<file path="config.mk">
export PLATFORM = sky130hd
export DESIGN_NAME = ibis_voice_scheduler
export DESIGN_NICKNAME = d
export VERILOG_FILES = /design/src/rtl/ibis_voice_scheduler.sv
export SDC_FILE = /design/constraint.sdc
export NUM_CORES = 1
export LEC_CHECK = 0
export BUFFER_PORTS_ARGS = -buffer_cell sky130_fd_sc_hd__buf_2
export CAP_MARGIN = 25
export CELL_PAD_IN_SITES_DETAIL_PLACEMENT = 1
export CELL_PAD_IN_SITES_GLOBAL_PLACEMENT = 1
export CORE_UTILIZATION = 52
export CTS_BUF_LIST = sky130_fd_sc_hd__clkbuf_8 sky130_fd_sc_hd__clkbuf_16
export CTS_CLUSTER_SIZE = 8
export DETAILED_ROUTE_END_ITERATION = 8
export PLACE_DENSITY_LB_ADDON = 0.1
export REMOVE_ABC_BUFFERS = 1
export SYNTH_ARGS = -nofsm -noshare
export SYNTH_HDL_FRONTEND = slang
export SYNTH_SLANG_ARGS = --single-unit
</file>
<file path="constraint.sdc">
create_clock -name aclk -period 11.5 [get_ports aclk]
set_input_delay 0 -clock aclk [delete_from_list [all_inputs] [get_ports aclk]]
set_output_delay 0 -clock aclk [all_outputs]
set_load 0.005 [all_outputs]
</file>
<file path="src/rtl/ibis_voice_scheduler.sv">
// ibis_voice_scheduler
//   A time-multiplexed bank of VOICES down-counting phase accumulators that
//   share one decrementer. Each tick starts a sweep that services every voice
//   once, in index order, one voice per cycle. A voice sitting at zero with a
//   non-zero period reloads and posts its index to a small event FIFO.
//
// Ports
//   aclk, areset      clock (rising edge), asynchronous active-high reset
//   tick              single-cycle sweep start strobe
//   cfg_valid/ready   config write handshake (ready is 1 once out of reset)
//   cfg_voice         target voice of the config write
//   cfg_period        reload value; 0 disables the voice
//   cfg_retrigger     force a phase reload on the next service of the voice
//   evt_valid/ready   event FIFO head handshake
//   evt_voice         voice index at the FIFO head
//   busy              sweep in progress
//   tick_overrun      sticky: tick seen while busy
//   evt_overflow      sticky: event dropped on a full FIFO
//   clear_status      clears both sticky flags (a same-cycle set wins)
module ibis_voice_scheduler #(
  parameter  int unsigned WIDTH      = 16,
  parameter  int unsigned VOICES     = 8,
  parameter  int unsigned FIFO_DEPTH = 4,
  localparam int unsigned VIDX_W     = $clog2(VOICES)
) (
  input  logic              aclk,
  input  logic              areset,
  input  logic              tick,
  input  logic              cfg_valid,
  output logic              cfg_ready,
  input  logic [VIDX_W-1:0] cfg_voice,
  input  logic [WIDTH-1:0]  cfg_period,
  input  logic              cfg_retrigger,
  output logic              evt_valid,
  input  logic              evt_ready,
  output logic [VIDX_W-1:0] evt_voice,
  output logic              busy,
  output logic              tick_overrun,
  output logic              evt_overflow,
  input  logic              clear_status
);

  localparam int unsigned PTR_W = $clog2(FIFO_DEPTH);
  localparam int unsigned CNT_W = PTR_W + 1;
  localparam logic [VIDX_W-1:0] LAST_IDX = VIDX_W'(VOICES - 1);
  localparam logic [CNT_W-1:0]  FULL_CNT = CNT_W'(FIFO_DEPTH);

  typedef enum logic {
    ST_IDLE,
    ST_SWEEP
  } state_t;

  state_t            r_state;
  state_t            w_state_nxt;
  logic [VIDX_W-1:0] r_idx;
  logic [VIDX_W-1:0] w_idx_nxt;

  logic [WIDTH-1:0]  r_phase  [VOICES];
  logic [WIDTH-1:0]  r_period [VOICES];
  logic [VOICES-1:0] r_pending;

  logic              r_cfg_ready;
  logic              r_tick_overrun;
  logic              r_evt_overflow;

  logic [VIDX_W-1:0] r_fifo [FIFO_DEPTH];
  logic [PTR_W-1:0]  r_wptr;
  logic [PTR_W-1:0]  r_rptr;
  logic [CNT_W-1:0]  r_count;

  logic              w_svc;
  logic              w_cfg_wr;
  logic [WIDTH-1:0]  w_cur_phase;
  logic [WIDTH-1:0]  w_cur_period;
  logic              w_cur_pending;
  logic [WIDTH-1:0]  w_phase_nxt;
  logic              w_pend_clr;
  logic              w_push;
  logic              w_full;
  logic              w_pop;
  logic              w_fifo_wr;
  logic              w_drop;

  // ---------------------------------------------------------------- FSM
  always_ff @(posedge aclk or posedge areset) begin
    if (areset) begin
      r_state <= ST_IDLE;
      r_idx   <= '0;
    end else begin
      r_state <= w_state_nxt;
      r_idx   <= w_idx_nxt;
    end
  end

  always_comb begin
    w_state_nxt = r_state;
    w_idx_nxt   = r_idx;
    case (r_state)
      ST_IDLE: begin
        if (tick) begin
          w_state_nxt = ST_SWEEP;
          w_idx_nxt   = '0;
        end
      end
      ST_SWEEP: begin
        if (r_idx == LAST_IDX) begin
          w_state_nxt = ST_IDLE;
          w_idx_nxt   = '0;
        end else begin
          w_idx_nxt = r_idx + VIDX_W'(1);
        end
      end
      default: begin
        w_state_nxt = ST_IDLE;
        w_idx_nxt   = '0;
      end
    endcase
  end

  assign busy  = (r_state == ST_SWEEP);
  assign w_svc = busy;

  // ------------------------------------------------------ voice service
  assign w_cur_phase   = r_phase[r_idx];
  assign w_cur_period  = r_period[r_idx];
  assign w_cur_pending = r_pending[r_idx];

  always_comb begin
    w_phase_nxt = w_cur_phase;
    w_pend_clr  = 1'b0;
    w_push      = 1'b0;
    if (w_svc) begin
      if (w_cur_pending) begin
        w_phase_nxt = w_cur_period;
        w_pend_clr  = 1'b1;
      end else if (w_cur_phase != '0) begin
        w_phase_nxt = w_cur_phase - WIDTH'(1);
      end else if (w_cur_period != '0) begin
        w_phase_nxt = w_cur_period;
        w_push      = 1'b1;
      end
    end
  end

  always_ff @(posedge aclk or posedge areset) begin
    if (areset) begin
      for (int unsigned v = 0; v < VOICES; v++) begin
        r_phase[v] <= '0;
      end
    end else if (w_svc) begin
      r_phase[r_idx] <= w_phase_nxt;
    end
  end

  // ------------------------------------------------------- config path
  always_ff @(posedge aclk or posedge areset) begin
    if (areset) begin
      r_cfg_ready <= 1'b0;
    end else begin
      r_cfg_ready <= 1'b1;
    end
  end

  assign cfg_ready = r_cfg_ready;
  assign w_cfg_wr  = cfg_valid & r_cfg_ready;

  always_ff @(posedge aclk or posedge areset) begin
    if (areset) begin
      for (int unsigned v = 0; v < VOICES; v++) begin
        r_period[v] <= '0;
      end
    end else if (w_cfg_wr) begin
      r_period[cfg_voice] <= cfg_period;
    end
  end

  // A retrigger write to the voice being serviced must outlive that
  // service's own clear, so the set is checked first.
  always_ff @(posedge aclk or posedge areset) begin
    if (areset) begin
      r_pending <= '0;
    end else begin
      for (int unsigned v = 0; v < VOICES; v++) begin
        if (w_cfg_wr && cfg_retrigger && (cfg_voice == VIDX_W'(v))) begin
          r_pending[v] <= 1'b1;
        end else if (w_pend_clr && (r_idx == VIDX_W'(v))) begin
          r_pending[v] <= 1'b0;
        end
      end
    end
  end

  // -------------------------------------------------------- event FIFO
  assign w_full    = (r_count == FULL_CNT);
  assign evt_valid = (r_count != '0);
  assign w_pop     = evt_valid & evt_ready;
  assign w_fifo_wr = w_push & (~w_full | w_pop);
  assign w_drop    = w_push & w_full & ~w_pop;
  assign evt_voice = r_fifo[r_rptr];

  always_ff @(posedge aclk or posedge areset) begin
    if (areset) begin
      for (int unsigned i = 0; i < FIFO_DEPTH; i++) begin
        r_fifo[i] <= '0;
      end
      r_wptr  <= '0;
      r_rptr  <= '0;
      r_count <= '0;
    end else begin
      if (w_fifo_wr) begin
        r_fifo[r_wptr] <= r_idx;
        r_wptr         <= r_wptr + PTR_W'(1);
      end
      if (w_pop) begin
        r_rptr <= r_rptr + PTR_W'(1);
      end
      case ({w_fifo_wr, w_pop})
        2'b10:   r_count <= r_count + CNT_W'(1);
        2'b01:   r_count <= r_count - CNT_W'(1);
        default: r_count <= r_count;
      endcase
    end
  end

  // ------------------------------------------------------ sticky flags
  always_ff @(posedge aclk or posedge areset) begin
    if (areset) begin
      r_tick_overrun <= 1'b0;
      r_evt_overflow <= 1'b0;
    end else begin
      r_tick_overrun <= (tick & busy) | (r_tick_overrun & ~clear_status);
      r_evt_overflow <= w_drop        | (r_evt_overflow & ~clear_status);
    end
  end

  assign tick_overrun = r_tick_overrun;
  assign evt_overflow = r_evt_overflow;

endmodule
</file>
==> qor.yml <==
placed_design:
  postPlaceCellArea_um2: 14100
  io_buffers: 33
  gp_congestion: 0.806
  pre_cts_ws_ns: 6.38
  hpwl_mm: 21.3
  place_inst: 1400
setup_path:
  worstPathMaxFanout: 20
  crit_arrival_ns: 5.67
  worstSetupStartpointType: "register"
  path_class: "reg -> reg"
  reg2regPathDepth: 14
  crit_required_ns: 11.96
  crit_path_end_kind: "register"
clock_tree:
  cts-htree-levels: 2
  clkLatencyLatePin_ns: 0.53
  path_clk_slew_ns: 0.06
  cts-resized-gates: 0
  cts.path.max_buffers: 3
  clock-sinks: 290
  numCtsBuffers: 42
  cts-root-buf: "clkbuf_16"
  cts_tree: "yes"
synthesis:
  async_flop_share: 1.00
  yosysTopAreaCell: "dfrtp_1"
  synth_area_leaders: "dfrtp_1 (53%), mux2_2 (12%), mux4_2 (11%), o21ai_0 (5.1%), nand2_1 (4.7%)"
  synth_ff_type: "dfrtp_1"
  syn_area_per_cell_um2: 12.6
  synth.top_cell.area_share: 0.532
  synth_seq_cells: 290
  yosysWarnings: 0
  syn_area_um2: 13600
  synthDistinctLibCells: 66
  syn-instance-count: 1082
  synth_edf_count: 0
  ys_seq_area_frac: 0.532
floorplanning:
  start_util: 0.535
  die_area_um2: 26900
  row_count: 58
  fp.dieW_um: 164
  die_y_um: 164
  coreArea_um2: 25500
  num_io_pins: 34
drt:
  dr_total_vias: 9035
  drc: 0
  drt-wirelength-per-cell_um: 24.1
  viasPerCell: 6.10
  first_iter_violations: 582
  ant_nets: 0
  drtPass1Iterations: 5
  wl_mm: 35.6
layout:
  layout_commonest_cell: "dfrtp_1"
  nFillCells: 2462
  final_util: 0.612
  final_cell_mix: "dfrtp_1 (288), nand2_1 (172), mux2_2 (149)"
  fin_cells: 1480
  final_layout_size_suffix_gt1_frac: 0.303
  syn_to_final_growth_pct: 14.3
  final_nets: 1184
  fin_area_um2: 15600
  n_antenna_cell: 0
global_routing:
  grt_pass1_wl_mm: 58.0
  gr-usage-all-layers: 0.287
  grt_pass1_vias: 9939
  grt_max_degree: 78
  grt-ovfl-total: 0
  antenna_found_initial: 0
timing:
  worst_slew_pin_slew_ns: 1.02
  rsz0062_at_grt: "false"
  setup_viol: 0
  tns_ns: 0
  fmax_ghz: 0.192
  finalCriticalPeriod_ns: 5.20
  relSlewSlack: 0.316
  fin_crit_sh: 0.453
  slew_viol_final: 0
  fin_hold_ws_ns: 0.0961
  setup_slack_ns: 6.30
  clock_skew_ns: 0.0177
  hold_viol_final: 0
run_status:
  outcome: "finished clean"
pwr:
  power_density_nw_per_um2: 302
  leakagePower_nw: 6.88
  irDropWorstVdd_uv: 240
  power_mw: 4.71
job:
  maxCapViolations: 0
min_path:
  hp-class: "in -> async"
-- kinds of logic after synthesis --
kind of cell / after synthesis / share of synthesized area
AO/OA/AOI/OAI: 185 / 0.0790
XOR/XNOR: 12 / 0.00771
adder cells (fa/ha/maj): 12 / 0.0116
buffers and inverters: 82 / 0.0285
flip-flops: 290 / 0.532
multiplexers: 245 / 0.257
other: 1 / 0.000275
AND/OR/NAND/NOR: 255 / 0.0839
-- worst max-delay path, stage by stage (launching register included) --
cell and delay (ns):
dfrtp_1 0.61, buf_4 0.33, mux4_2 0.52, mux2_2 0.31, inv_1 0.11, ha_1 0.26
nor4b_4 0.36, nand4_1 0.84, a211oi_4 0.69, inv_1 0.11, nand2_1 0.09, fa_1 0.45
nor2_1 0.12, o221a_2 0.20, a2bb2oi_2 0.13
-- final timing paths --
check	to	slack, ns	from
hold reg to reg	r_phase[75]$_DFFE_PP0P_	0.48	r_phase[75]$_DFFE_PP0P_
max in group asynchronous	r_phase[73]$_DFFE_PP0P_	9.51	areset
setup / recovery	r_count[1]$_DFFE_PP0P_	6.30	r_idx[1]$_DFFE_PP0P_
hold / removal	r_fifo[2]$_DFFE_PP0P_	0.1	areset
setup reg to reg	r_count[1]$_DFFE_PP0P_	6.30	r_idx[1]$_DFFE_PP0P_
min in group aclk	evt_overflow$_DFF_PP0_	0.22	clear_status
-- sequential cells by signal, summed over array words and instances (netlist names) --
| register | cells |
|---|---|
| busy | 1 |
| r_period | 128 |
| tick_overrun | 1 |
| r_phase | 128 |
| r_wptr | 2 |
| r_count | 3 |
| r_pending | 8 |
| r_fifo | 12 |
| cfg_ready | 1 |
| r_rptr | 2 |
| evt_overflow | 1 |
| r_idx | 3 |
-- report_power, final --
part	internal, mW	switching (mW)	total, mW
clock	0.644	0.430	1.07
sequential	1.36	0.257	1.62
combinational	0.832	1.18	2.02
-- cell usage after synthesis (all sizes together) (3+ instances only) --
library cell	instances
a21oi	8
a31oi	4
a32o	3
and2	4
and3	4
buf	20
clkbuf	47
dfrtp	290
ha	11
inv	14
mux2	149
mux2i	27
mux4	69
nand2	176
nand2b	7
nand3	16
nand4	9
nor2	24
o21ai	141
o221ai	3
o22ai	4
o2bb2ai	3
or4b	3
xnor2	7
xor2	5
-- routing by layer --
metal / part of all wire / vias to the layer above / track usage
met5: 0 / - / 0
met4: 0.020 / 0 / 0.0821
met3: 0.037 / 53 / 0.0371
met2: 0.50 / 181 / 0.480
met1: 0.44 / 4788 / 0.394
li1: - / 4013 / -
-- final cells by class --
type	count	area (µm²)	share of cell area
Clock inverter	6	50.0	0.00321
Inverter	15	63.8	0.00410
Clock buffer	42	1050	0.0675
Multi-Input combinational cell	710	6000	0.385
Tap cell	330	413	0.0265
Timing Repair Buffer	87	733	0.0471
Sequential cell	290	7260	0.466
-- repair_timing --
item                      4_1_cts  5_1_grt
hold endpoints to repair      215        0
setup buffers                   0        0
hold buffers                   29        0
Power figures use the tool's default switching activity.
